**src/rtl/mips_pkg.sv**
```systemverilog
// Shared MIPS decode constants and the HI/LO multiply unit's state and op-kind encodings.
package mips_pkg;

    localparam logic [5:0] OP_SPECIAL  = 6'b000000;
    localparam logic [5:0] OP_SPECIAL2 = 6'b011100;

    localparam logic [5:0] FN_MULT  = 6'b011000;
    localparam logic [5:0] FN_MULTU = 6'b011001;
    localparam logic [5:0] FN_MTHI  = 6'b010001;
    localparam logic [5:0] FN_MTLO  = 6'b010011;
    localparam logic [5:0] FN_MADD  = 6'b000000;
    localparam logic [5:0] FN_MSUB  = 6'b000100;
    localparam logic [5:0] FN_MUL   = 6'b000010;

    localparam logic [4:0] ALUOP_MULT  = 5'b00010;
    localparam logic [4:0] ALUOP_MULTU = 5'b01101;

    typedef enum logic [1:0] {
        StIdle,
        StIter,
        StFix,
        StCommit
    } mul_state_e;

    // mult and multu share a kind: signedness is resolved when operands are latched.
    typedef enum logic [1:0] {
        KindMult,
        KindMadd,
        KindMsub,
        KindMul
    } mul_kind_e;

endpackage

```
**src/rtl/mul_shift_add_core.sv**
```systemverilog
// Unsigned shift-add multiplier datapath: retires BITS_PER_CYCLE multiplier bits per step.
module mul_shift_add_core #(
    parameter int unsigned WIDTH          = 32,
    parameter int unsigned BITS_PER_CYCLE = 1
) (
    input  logic               clk_i,
    input  logic               rst_ni,
    input  logic               load_i,
    input  logic               step_i,
    input  logic [WIDTH-1:0]   a_i,
    input  logic [WIDTH-1:0]   b_i,
    output logic [2*WIDTH-1:0] prod_o,
    output logic               last_o
);

    localparam int unsigned N    = WIDTH / BITS_PER_CYCLE;
    localparam int unsigned CntW = (N > 1) ? $clog2(N) : 1;
    localparam logic [CntW-1:0] CntInit = CntW'(N - 1);

    logic [2*WIDTH-1:0] acc_q, acc_d;
    logic [2*WIDTH-1:0] mcand_q, mcand_d;
    logic [WIDTH-1:0]   mplier_q, mplier_d;
    logic [CntW-1:0]    cnt_q, cnt_d;

    always_comb begin
        acc_d    = acc_q;
        mcand_d  = mcand_q;
        mplier_d = mplier_q;
        cnt_d    = cnt_q;
        if (load_i) begin
            acc_d    = '0;
            mcand_d  = {{WIDTH{1'b0}}, a_i};
            mplier_d = b_i;
            cnt_d    = CntInit;
        end else if (step_i) begin
            // Multiplicand walks left as the multiplier walks right, so the low
            // multiplier bits always select the correctly weighted partial sums.
            for (int i = 0; i < int'(BITS_PER_CYCLE); i++) begin
                if (mplier_q[i]) acc_d = acc_d + (mcand_q << i);
            end
            mcand_d  = mcand_q << BITS_PER_CYCLE;
            mplier_d = mplier_q >> BITS_PER_CYCLE;
            cnt_d    = cnt_q - CntW'(1);
        end
    end

    always_ff @(posedge clk_i or negedge rst_ni) begin
        if (!rst_ni) begin
            acc_q    <= '0;
            mcand_q  <= '0;
            mplier_q <= '0;
            cnt_q    <= '0;
        end else begin
            acc_q    <= acc_d;
            mcand_q  <= mcand_d;
            mplier_q <= mplier_d;
            cnt_q    <= cnt_d;
        end
    end

    assign prod_o = acc_q;
    assign last_o = (cnt_q == '0);

endmodule

```
**src/rtl/hilo_mul_unit.sv**
```systemverilog
// EX-stage multiply/accumulate unit owning HI/LO: decode, sequencing FSM, sign fix,
// accumulate and commit around an iterative shift-add core.
module hilo_mul_unit #(
    parameter int unsigned WIDTH          = 32,
    parameter int unsigned BITS_PER_CYCLE = 1
) (
    input  logic             Clk,
    input  logic             Rst,
    input  logic             Start,
    input  logic             Flush,
    input  logic [4:0]       ALUOp,
    input  logic [5:0]       Opcode,
    input  logic [5:0]       Funct,
    input  logic [WIDTH-1:0] A,
    input  logic [WIDTH-1:0] B,
    output logic [WIDTH-1:0] Hi,
    output logic [WIDTH-1:0] Lo,
    output logic [WIDTH-1:0] MulResult,
    output logic             Busy,
    output logic             Done
);

    import mips_pkg::*;

    mul_state_e state_q, state_d;
    mul_kind_e  kind_q, kind_d;
    logic       sign_q, sign_d;

    logic [2*WIDTH-1:0] acc_q, acc_d;
    logic [WIDTH-1:0]   hi_q, lo_q, mulres_q;

    logic dec_mult, dec_multu, dec_mthi, dec_mtlo, dec_madd, dec_msub, dec_mul;
    logic accept, launch, commit, signed_op;
    logic [WIDTH-1:0]   a_mag, b_mag;
    logic [2*WIDTH-1:0] prod, prod_fixed;
    logic               core_last;

    always_comb begin
        dec_mult  = (Opcode == OP_SPECIAL)  && (Funct == FN_MULT)  && (ALUOp == ALUOP_MULT);
        dec_multu = (Opcode == OP_SPECIAL)  && (Funct == FN_MULTU) && (ALUOp == ALUOP_MULTU);
        dec_mthi  = (Opcode == OP_SPECIAL)  && (Funct == FN_MTHI);
        dec_mtlo  = (Opcode == OP_SPECIAL)  && (Funct == FN_MTLO);
        dec_madd  = (Opcode == OP_SPECIAL2) && (Funct == FN_MADD);
        dec_msub  = (Opcode == OP_SPECIAL2) && (Funct == FN_MSUB);
        dec_mul   = (Opcode == OP_SPECIAL2) && (Funct == FN_MUL);

        // Flush outranks a same-cycle Start, including the register moves.
        accept = Start && !Flush && (state_q == StIdle);
        launch = accept && (dec_mult || dec_multu || dec_madd || dec_msub || dec_mul);
        commit = (state_q == StCommit) && !Flush;

        signed_op = !dec_multu;
        a_mag     = (signed_op && A[WIDTH-1]) ? -A : A;
        b_mag     = (signed_op && B[WIDTH-1]) ? -B : B;
    end

    always_comb begin
        state_d = state_q;
        kind_d  = kind_q;
        sign_d  = sign_q;
        unique case (state_q)
            StIdle: begin
                if (launch) begin
                    state_d = StIter;
                    sign_d  = signed_op && (A[WIDTH-1] ^ B[WIDTH-1]);
                    if (dec_madd)      kind_d = KindMadd;
                    else if (dec_msub) kind_d = KindMsub;
                    else if (dec_mul)  kind_d = KindMul;
                    else               kind_d = KindMult;
                end
            end
            StIter:   if (core_last) state_d = StFix;
            StFix:    state_d = StCommit;
            StCommit: state_d = StIdle;
            default:  state_d = StIdle;
        endcase
        if (Flush) state_d = StIdle;
    end

    always_comb begin
        prod_fixed = sign_q ? -prod : prod;
        acc_d      = acc_q;
        if (state_q == StFix) begin
            unique case (kind_q)
                KindMadd: acc_d = {hi_q, lo_q} + prod_fixed;
                KindMsub: acc_d = {hi_q, lo_q} - prod_fixed;
                default:  acc_d = prod_fixed;
            endcase
        end
    end

    always_ff @(posedge Clk or negedge Rst) begin
        if (!Rst) begin
            state_q <= StIdle;
            kind_q  <= KindMult;
            sign_q  <= 1'b0;
            acc_q   <= '0;
        end else begin
            state_q <= state_d;
            kind_q  <= kind_d;
            sign_q  <= sign_d;
            acc_q   <= acc_d;
        end
    end

    always_ff @(posedge Clk or negedge Rst) begin
        if (!Rst) begin
            hi_q     <= '0;
            lo_q     <= '0;
            mulres_q <= '0;
        end else begin
            if (accept && dec_mthi) hi_q <= A;
            if (accept && dec_mtlo) lo_q <= A;
            if (commit) begin
                if (kind_q == KindMul) begin
                    mulres_q <= acc_q[WIDTH-1:0];
                end else begin
                    hi_q <= acc_q[2*WIDTH-1:WIDTH];
                    lo_q <= acc_q[WIDTH-1:0];
                end
            end
        end
    end

    mul_shift_add_core #(
        .WIDTH         (WIDTH),
        .BITS_PER_CYCLE(BITS_PER_CYCLE)
    ) u_core (
        .clk_i (Clk),
        .rst_ni(Rst),
        .load_i(launch),
        .step_i(state_q == StIter),
        .a_i   (a_mag),
        .b_i   (b_mag),
        .prod_o(prod),
        .last_o(core_last)
    );

    assign Hi        = hi_q;
    assign Lo        = lo_q;
    assign MulResult = mulres_q;
    assign Busy      = (state_q != StIdle);
    assign Done      = commit;

endmodule

```
**config.mk**
```make
export PLATFORM = sky130hd
export DESIGN_NAME = hilo_mul_unit
export DESIGN_NICKNAME = d
export VERILOG_FILES = /design/src/rtl/mips_pkg.sv /design/src/rtl/mul_shift_add_core.sv /design/src/rtl/hilo_mul_unit.sv
export SDC_FILE = /design/constraint.sdc
export NUM_CORES = 1
export LEC_CHECK = 0
export BUFFER_PORTS_ARGS = -buffer_cell sky130_fd_sc_hd__clkbuf_2
export CAP_MARGIN = 20
export CORE_ASPECT_RATIO = 0.6
export CORE_MARGIN = 4
export CORE_UTILIZATION = 39
export CTS_CLUSTER_SIZE = 14
export DETAILED_ROUTE_END_ITERATION = 16
export SLEW_MARGIN = 30
export SYNTH_ARGS = -nofsm -noshare
export SYNTH_HDL_FRONTEND = slang
export SYNTH_SLANG_ARGS = --single-unit
```
**constraint.sdc**
```tcl
create_clock -name Clk -period 12 [get_ports Clk]
set_input_delay 1.8 -clock Clk [delete_from_list [all_inputs] [get_ports Clk]]
set_output_delay 1.8 -clock Clk [all_outputs]
set_load 0.01 [all_outputs]
```
======== Word level (Yosys, flattened, before mapping) ========
Index checks and enable logic that the tools add are counted.
operators by class
  add/subtract/negate cells ............... 7
  equality and inequality tests ........... 17
  multiplexer cells ....................... 26
  bitwise gates (word level) .............. 1
  reductions and logical operators ........ 35
operators with widths
  cell                                                 count
  two-way mux 64 bit                                   6
  two-way mux 32 bit                                   10
  adder 64 bit                                         2
  case mux 64 bit (2 select lines)                     1
  negation 32 bit                                      2
  negation 64 bit                                      1
  subtractor 64 bit                                    1
  equality test 6 x 5 -> 1 bit, second input constant  5
  logical AND 1 bit                                    18
  zero test 6 bit                                      2
  two-way mux 2 bit                                    6
  two-way mux 5 bit                                    2
  equality test 2 bit, second input constant           4
  case mux 2 bit (4 select lines)                      1
  AND reduction 2 bit                                  4
  equality test 6 x 2 -> 1 bit, second input constant  1
  equality test 6 x 3 -> 1 bit, second input constant  1
  inequality test 3 bit, second input constant         2
  nonzero test 2 bit                                   3
  equality test 5 x 2 -> 1 bit, second input constant  1
  equality test 5 x 4 -> 1 bit, second input constant  1
  zero test 5 bit                                      1
  subtractor 5 x 1 -> 5 bit, second input constant     1
  equality test 2 x 1 -> 1 bit, second input constant  2
  4 further kinds                                      8
storage, ports and cells
  bits in registers ....................... 330
  bits of input ports ..................... 85
  output and inout bits ................... 98
  word-level logic and storage cells ...... 97

======== Longest topological paths before layout ========
  depth in word-level cells ............... 11
  gate-level depth with buffers ........... 28

======== Hierarchy ========
Synthesis repeated with hierarchy kept, for this count alone.
second synthesis, totals
  cells, all modules ...................... 3,196
  area total of the unflattened synthesis .. 26,427.8 µm²
by module, submodules not included
  module              times used  cells an instance  area each (µm²)
  hilo_mul_unit       1           1,945              15,598.7
  mul_shift_add_core  1           1,251              10,829.1

======== Least setup slack after synthesis ========
Ideal clock, no wire load.
  kind .................................... register to register
  start point ............................. reg u_core.acc_q[1] (netlist: u_core.prod_o[1])
  end point ............................... reg acc_q[62]
  library setup time ...................... 82 ps
  data arrival time ....................... 6,075 ps
  data required time ...................... 11,918 ps
  path slack .............................. 5,843 ps
  cell stages (with the launch flop) ...... 27
  buffers on the path ..................... 2
  cells stage by stage .................... dfrtp_1 > inv_1 > ha_1 > or4b_1 > buf_2 > o41ai_1 > xor2_1 > o2111ai_1 > nor4_4 > nand2_1 > nor2_1 > and2_1 > nor2b_1 > nor2_1 > xor2_1 > ha_1 > clkbuf_1 > a21o_1 > a21oi_1 > o21ai_0 > a211o_1 > a2111o_1 > a41oi_1 > o21ai_0 > a31oi_1 > mux2_2 > a31oi_1
between the ends
  cells in the longest elaborated chain, start to end .. 4
  elaborated cells between the ends (all ways) .. 5
RTL lines
  element                                                   RTL line                                  source
  from (decl)                                               mul_shift_add_core.sv:20                  logic [2*WIDTH-1:0] acc_q, acc_d;
  from (signal assigned)                                    mul_shift_add_core.sv:49                  acc_q <= '0;
  from (signal assigned)                                    mul_shift_add_core.sv:54                  acc_q <= acc_d;
  negation 64 bit                                           hilo_mul_unit.sv:81                       prod_fixed = sign_q ? -prod : prod;
  two-way mux 64 bit *                                      hilo_mul_unit.sv:81
  subtractor 64 bit / adder 64 bit (equally long branches)  hilo_mul_unit.sv:86, hilo_mul_unit.sv:85
  case mux 64 bit (2 select lines) *                        hilo_mul_unit.sv:84                       unique case (kind_q)
  to (signal assigned)                                      hilo_mul_unit.sv:97                       acc_q <= '0;
  to (signal assigned)                                      hilo_mul_unit.sv:102                      acc_q <= acc_d;
  to (decl)                                                 hilo_mul_unit.sv:29                       logic [2*WIDTH-1:0] acc_q, acc_d;
Mark *: on every way between the ends. The rest lies on a longest branch, timed or not.
A chain may end at the register's enable or synchronous reset.

======== Worst setup path in the final report ========
  start point ............................. reg u_core.acc_q[0] (netlist: u_core.prod_o[0])
  end point ............................... reg acc_q[62]
Same word-level chain as after synthesis.

==> Flow_metrics.wiki <==
{| class="wikitable"
! Metric !! Value
|-
| Number of remaining DRC errors || 0
|-
| Total global routing overflow || 0
|-
| Max_slew headroom || 0.314
|-
| Number of search-and-repair iterations in the first detailed-routing pass || 7
|-
| Fin nets || 3491
|-
| Total Routing Usage GR || 0.237
|-
| Antenna violations before repair || 2
|-
| CTS clk-pin slew, worst paths || 0.06 ns
|-
| Area of all placed cells without fillers || 29200 um2
|-
| Routed via count divided by cell count || 5.84
|-
| Antenna diode count || 0
|-
| Number of routed nets with antenna violations || 0
|-
| Yosys top cell area share || 0.312
|-
| Hold Worst Slack || 0.478 ns
|-
| Hold_sp || acc_q[53]
|-
| Final Max Tran Viols || 0
|-
| Clock network power share || 0.175
|-
| Post-synthesis sequential element count || 330
|-
| Fraction of layout cells with a size suffix above 1 || 0.109
|-
| Post-synthesis cell type count || 90
|-
| Htree depth || 2
|-
| Layout Cells excl Fill || 4190
|-
| Clock tree from TritonCTS || yes
|-
| Cells traversed along the worst timing path || inv_1, ha_1, or4b_1, nor4_2, buf_4, nand4_1, o21ai_0, xor2_1, nand4b_2, nor3_2, and2_2, nor2_1, xnor2_1, ha_1, or4_1, a21oi_1, nor4_1, a211o_1, a2111o_1, a41oi_1, o21ai_0, a31oi_1, mux2_2, a31oi_1
|-
| Run status || complete, no violations
|-
| Signed area change from the synthesized netlist to the final layout || 10.3%
|-
| Number of hold-slack violations in the final timing report || 0
|-
| Master of the slowest instance on the critical path || sky130_fd_sc_hd__or4b_1
|-
| Final critical path time including I/O delays and setup || 7.62 ns
|-
| Gate Count Post-Synth || 3213
|-
| Average cell area after synthesis || 8.24 um2
|-
| Worst r2r path cells || 24
|-
| Most frequent standard cell in the layout excluding fill and tap cells || sky130_fd_sc_hd__nand2_1
|-
| Sequential fraction of design power || 0.284
|-
| Routability Congestion || 1.00
|-
| Crit Reg-Reg Startpoint || u_core.prod_o[0]
|-
| DP Worst Slack || 4.62 ns
|-
| Cell Area, Synth || 26500 um2
|-
| Die Y || 210 um
|-
| Wire length of the first global-routing pass || 136 mm
|-
| Leading cell types in the layout, fill and taps excluded || 384 x sky130_fd_sc_hd__nand2_1, 329 x sky130_fd_sc_hd__dfrtp_1, 318 x sky130_fd_sc_hd__a21oi_1
|-
| Via total after detailed routing || 24500
|-
| CP delay by family, top || simple AND/OR/NAND/NOR gates
|-
| Max_cap viols || 0
|-
| Net count after synthesis || 3439
|-
| Final setup slack of the worst path || 4.38 ns
|-
| Tightest Pin Transition || 1.03 ns
|-
| Number of enable flip-flop cells after synthesis || 0
|-
| Detailed router's first-iteration violation count || 2851
|-
| Combinational group share of total power || 0.541
|-
| Floorplan die width || 344 um
|-
| CP Data Required Time || 12.49 ns
|-
| FF-to-FF setup slack || 4.38 ns
|-
| Num CTS Buffers || 35
|-
| Final HPWL from detailed placement || 67.2 mm
|-
| Synth area leaders || sky130_fd_sc_hd__dfrtp_1 31%, sky130_fd_sc_hd__ha_1 6.6%, sky130_fd_sc_hd__mux2i_1 6.2%
|-
| Core Region || 66700 um2
|-
| Post-DP Area || 28000 um2
|-
| Post-cts repair resize count || 0
|-
| Min-Delay Endpoint || Hi[21]
|-
| Post-route fraction of the period consumed by the critical path || 0.635
|-
| Sequential fraction of the synthesis area || 0.312
|-
| Tightest Hold Check Type || flop to flop
|-
| Crit path arrival time || 8.10 ns
|-
| Clock latency on the worst-skew pair || 0.58 ns
|-
| Number of ports placed on the die boundary || 183
|-
| Hold-fix buffers at CTS || 0
|-
| Critical Path Fanout Max || 11
|-
| Num Clock Sinks || 330
|-
| IO buf count || 182
|-
| Path type of the worst setup path || flop to flop
|-
| RSZ-0062 raised after global routing || false
|-
| Stages on the worst setup path || 24
|-
| Top cell type by total area after synthesis || sky130_fd_sc_hd__dfrtp_1
|-
| Maximum count of clock buffers along a single path || 3
|-
| Number of global-route vias before repair || 22300
|-
| PwrDens || 224 nW/um2
|-
| Effective utilization at floorplan || 0.397
|-
| Worst setup skew after layout || 0.0418 ns
|-
| VDD IR max || 0.000100 V
|-
| Cell depth of the worst hold path || 2
|-
| Launching element type of the critical path || flop
|-
| Number of setup violations in the final report || 0
|-
| Synth Warn # || 0
|-
| WL final || 88.5 mm
|-
| Peak per-stage delay on the critical path || 0.64 ns
|-
| CP Buf/Inv Count || 2
|-
| Design internal power || 3.45 mW
|-
| Die area || 72300 um2
|-
| Total placed cells including tap cells || 4127
|-
| Top achievable clock speed || 131 MHz
|-
| Most used DFF post-synth || sky130_fd_sc_hd__dfrtp_1
|-
| Share of flip-flops with an asynchronous set or reset || 1.00
|-
| Detail-routed net length per standard cell || 21.1 um
|-
| Cell Rows || 73
|-
| Leakage power of the design || 12.5 nW
|-
| Kind of capture point of the worst setup path || flop
|-
| Switching component of the power || 3.08 mW
|-
| Sw Ratio || 0.472
|-
| Worst reg2reg endpoint || acc_q[62]
|-
| Buffers inserted by post-CTS timing repair || 0
|-
| CTS Root Cell || sky130_fd_sc_hd__clkbuf_16
|-
| Accumulated negative setup slack || 0 ns
|-
| Largest net degree at the start of global routing || 224
|}
synth_stat cells, drive strengths merged, types with 6 or more instances:
cell	count
nor3	49
and2	26
a31oi	44
o22ai	6
nor2b	27
o211a	7
nand3	59
or4	23
o21a	13
ha	139
o221ai	7
inv	63
and3	28
dfrtp	330
o21ai	261
a211oi	23
buf	27
nand2	387
o21bai	31
a41oi	8
xor2	135
nand2b	24
nor4	33
a21boi	6
o22a	6
xnor2	153
nor2	277
a211o	7
or3	24
mux2	46
a21oi	318
clkbuf	162
mux2i	164
nand3b	9
a21o	77
nor4b	12
nand4	39
or2	14
o41ai	25
o211ai	14
o31ai	34
stage by stage:
stage                     power [mW]   util
after floorplan                 4.36      -
after CTS                       6.48  0.438
after detailed placement        5.31  0.420
after global routing            7.02  0.438
after global placement          5.33  0.420
final                           6.53  0.438
how the worst max path moves through the flow:
| stage | slack (ns) | from | to |
|---|---|---|---|
| floorplan | 5.84 | u_core.prod_o[1] | acc_q[62] |
| finish | 4.38 | u_core.prod_o[0] | acc_q[62] |
| detailed placement | 4.62 | u_core.prod_o[0] | acc_q[62] |
| CTS | 4.57 | u_core.prod_o[0] | acc_q[62] |
| global route | 3.87 | u_core.prod_o[0] | acc_q[62] |
| global placement | 4.79 | u_core.prod_o[0] | acc_q[62] |
cell type report:
cell class	count	area [um2]
sequential	330	8260
multi-input combinational	2631	17300
clock buffer	48	985
tap	900	1130
inverter	63	236
timing repair buffer	204	1130
clock inverter	14	164
fill	6747	37500
sequential cells by signal, indices dropped and copies added, names as in the netlist, 5 cells and up:
register and cells:
Lo 32, u_core.prod_o 64, acc_q 64, u_core.mcand_q 64
u_core.mplier_q 32, Hi 32, MulResult 32, u_core.cnt_q 5
per-layer routing:
metal,track usage,vias up,share of wire,wire [um]
met2,0.310,956,0.38,33700
met3,0.0539,104,0.098,8680
met1,0.387,11700,0.50,44500
met5,0,-,0,0
met4,0.0448,0,0.018,1630
li1,-,11700,-,-
power by group through the flow:
| stage | combinational, mW | clock [mW] | sequential (mW) |
|---|---|---|---|
| 6_report | 3.53 | 1.14 | 1.86 |
| 2_1_floorplan | 2.72 | 0 | 1.64 |
| 5_1_grt | 3.92 | 1.21 | 1.89 |
| 3_3_place_gp | 3.46 | 0 | 1.86 |
| 4_1_cts | 3.48 | 1.16 | 1.84 |
| 3_5_place_dp | 3.45 | 0 | 1.86 |
worst min-delay path: cells and delay by family (launching register included):
kind | cells | cell delay (ns)
AND/OR/NAND/NOR | 1 | 0.04
AO/OA/AOI/OAI | 1 | 0.06
flip-flops | 1 | 0.33
logic make-up (layout without fill, tap and decap cells):
family          count (synthesis)  count (layout)  share of synthesized area
mux                           210             210                     0.0816
simple gates                 1057            1057                      0.191
flops                         330             330                      0.312
fa+ha+maj                     141             141                     0.0672
compound gates                935             935                      0.216
buf+inv                       252             329                     0.0364
xor+xnor                      288             288                     0.0955
Note: power is estimated with default switching activity, not from simulation.
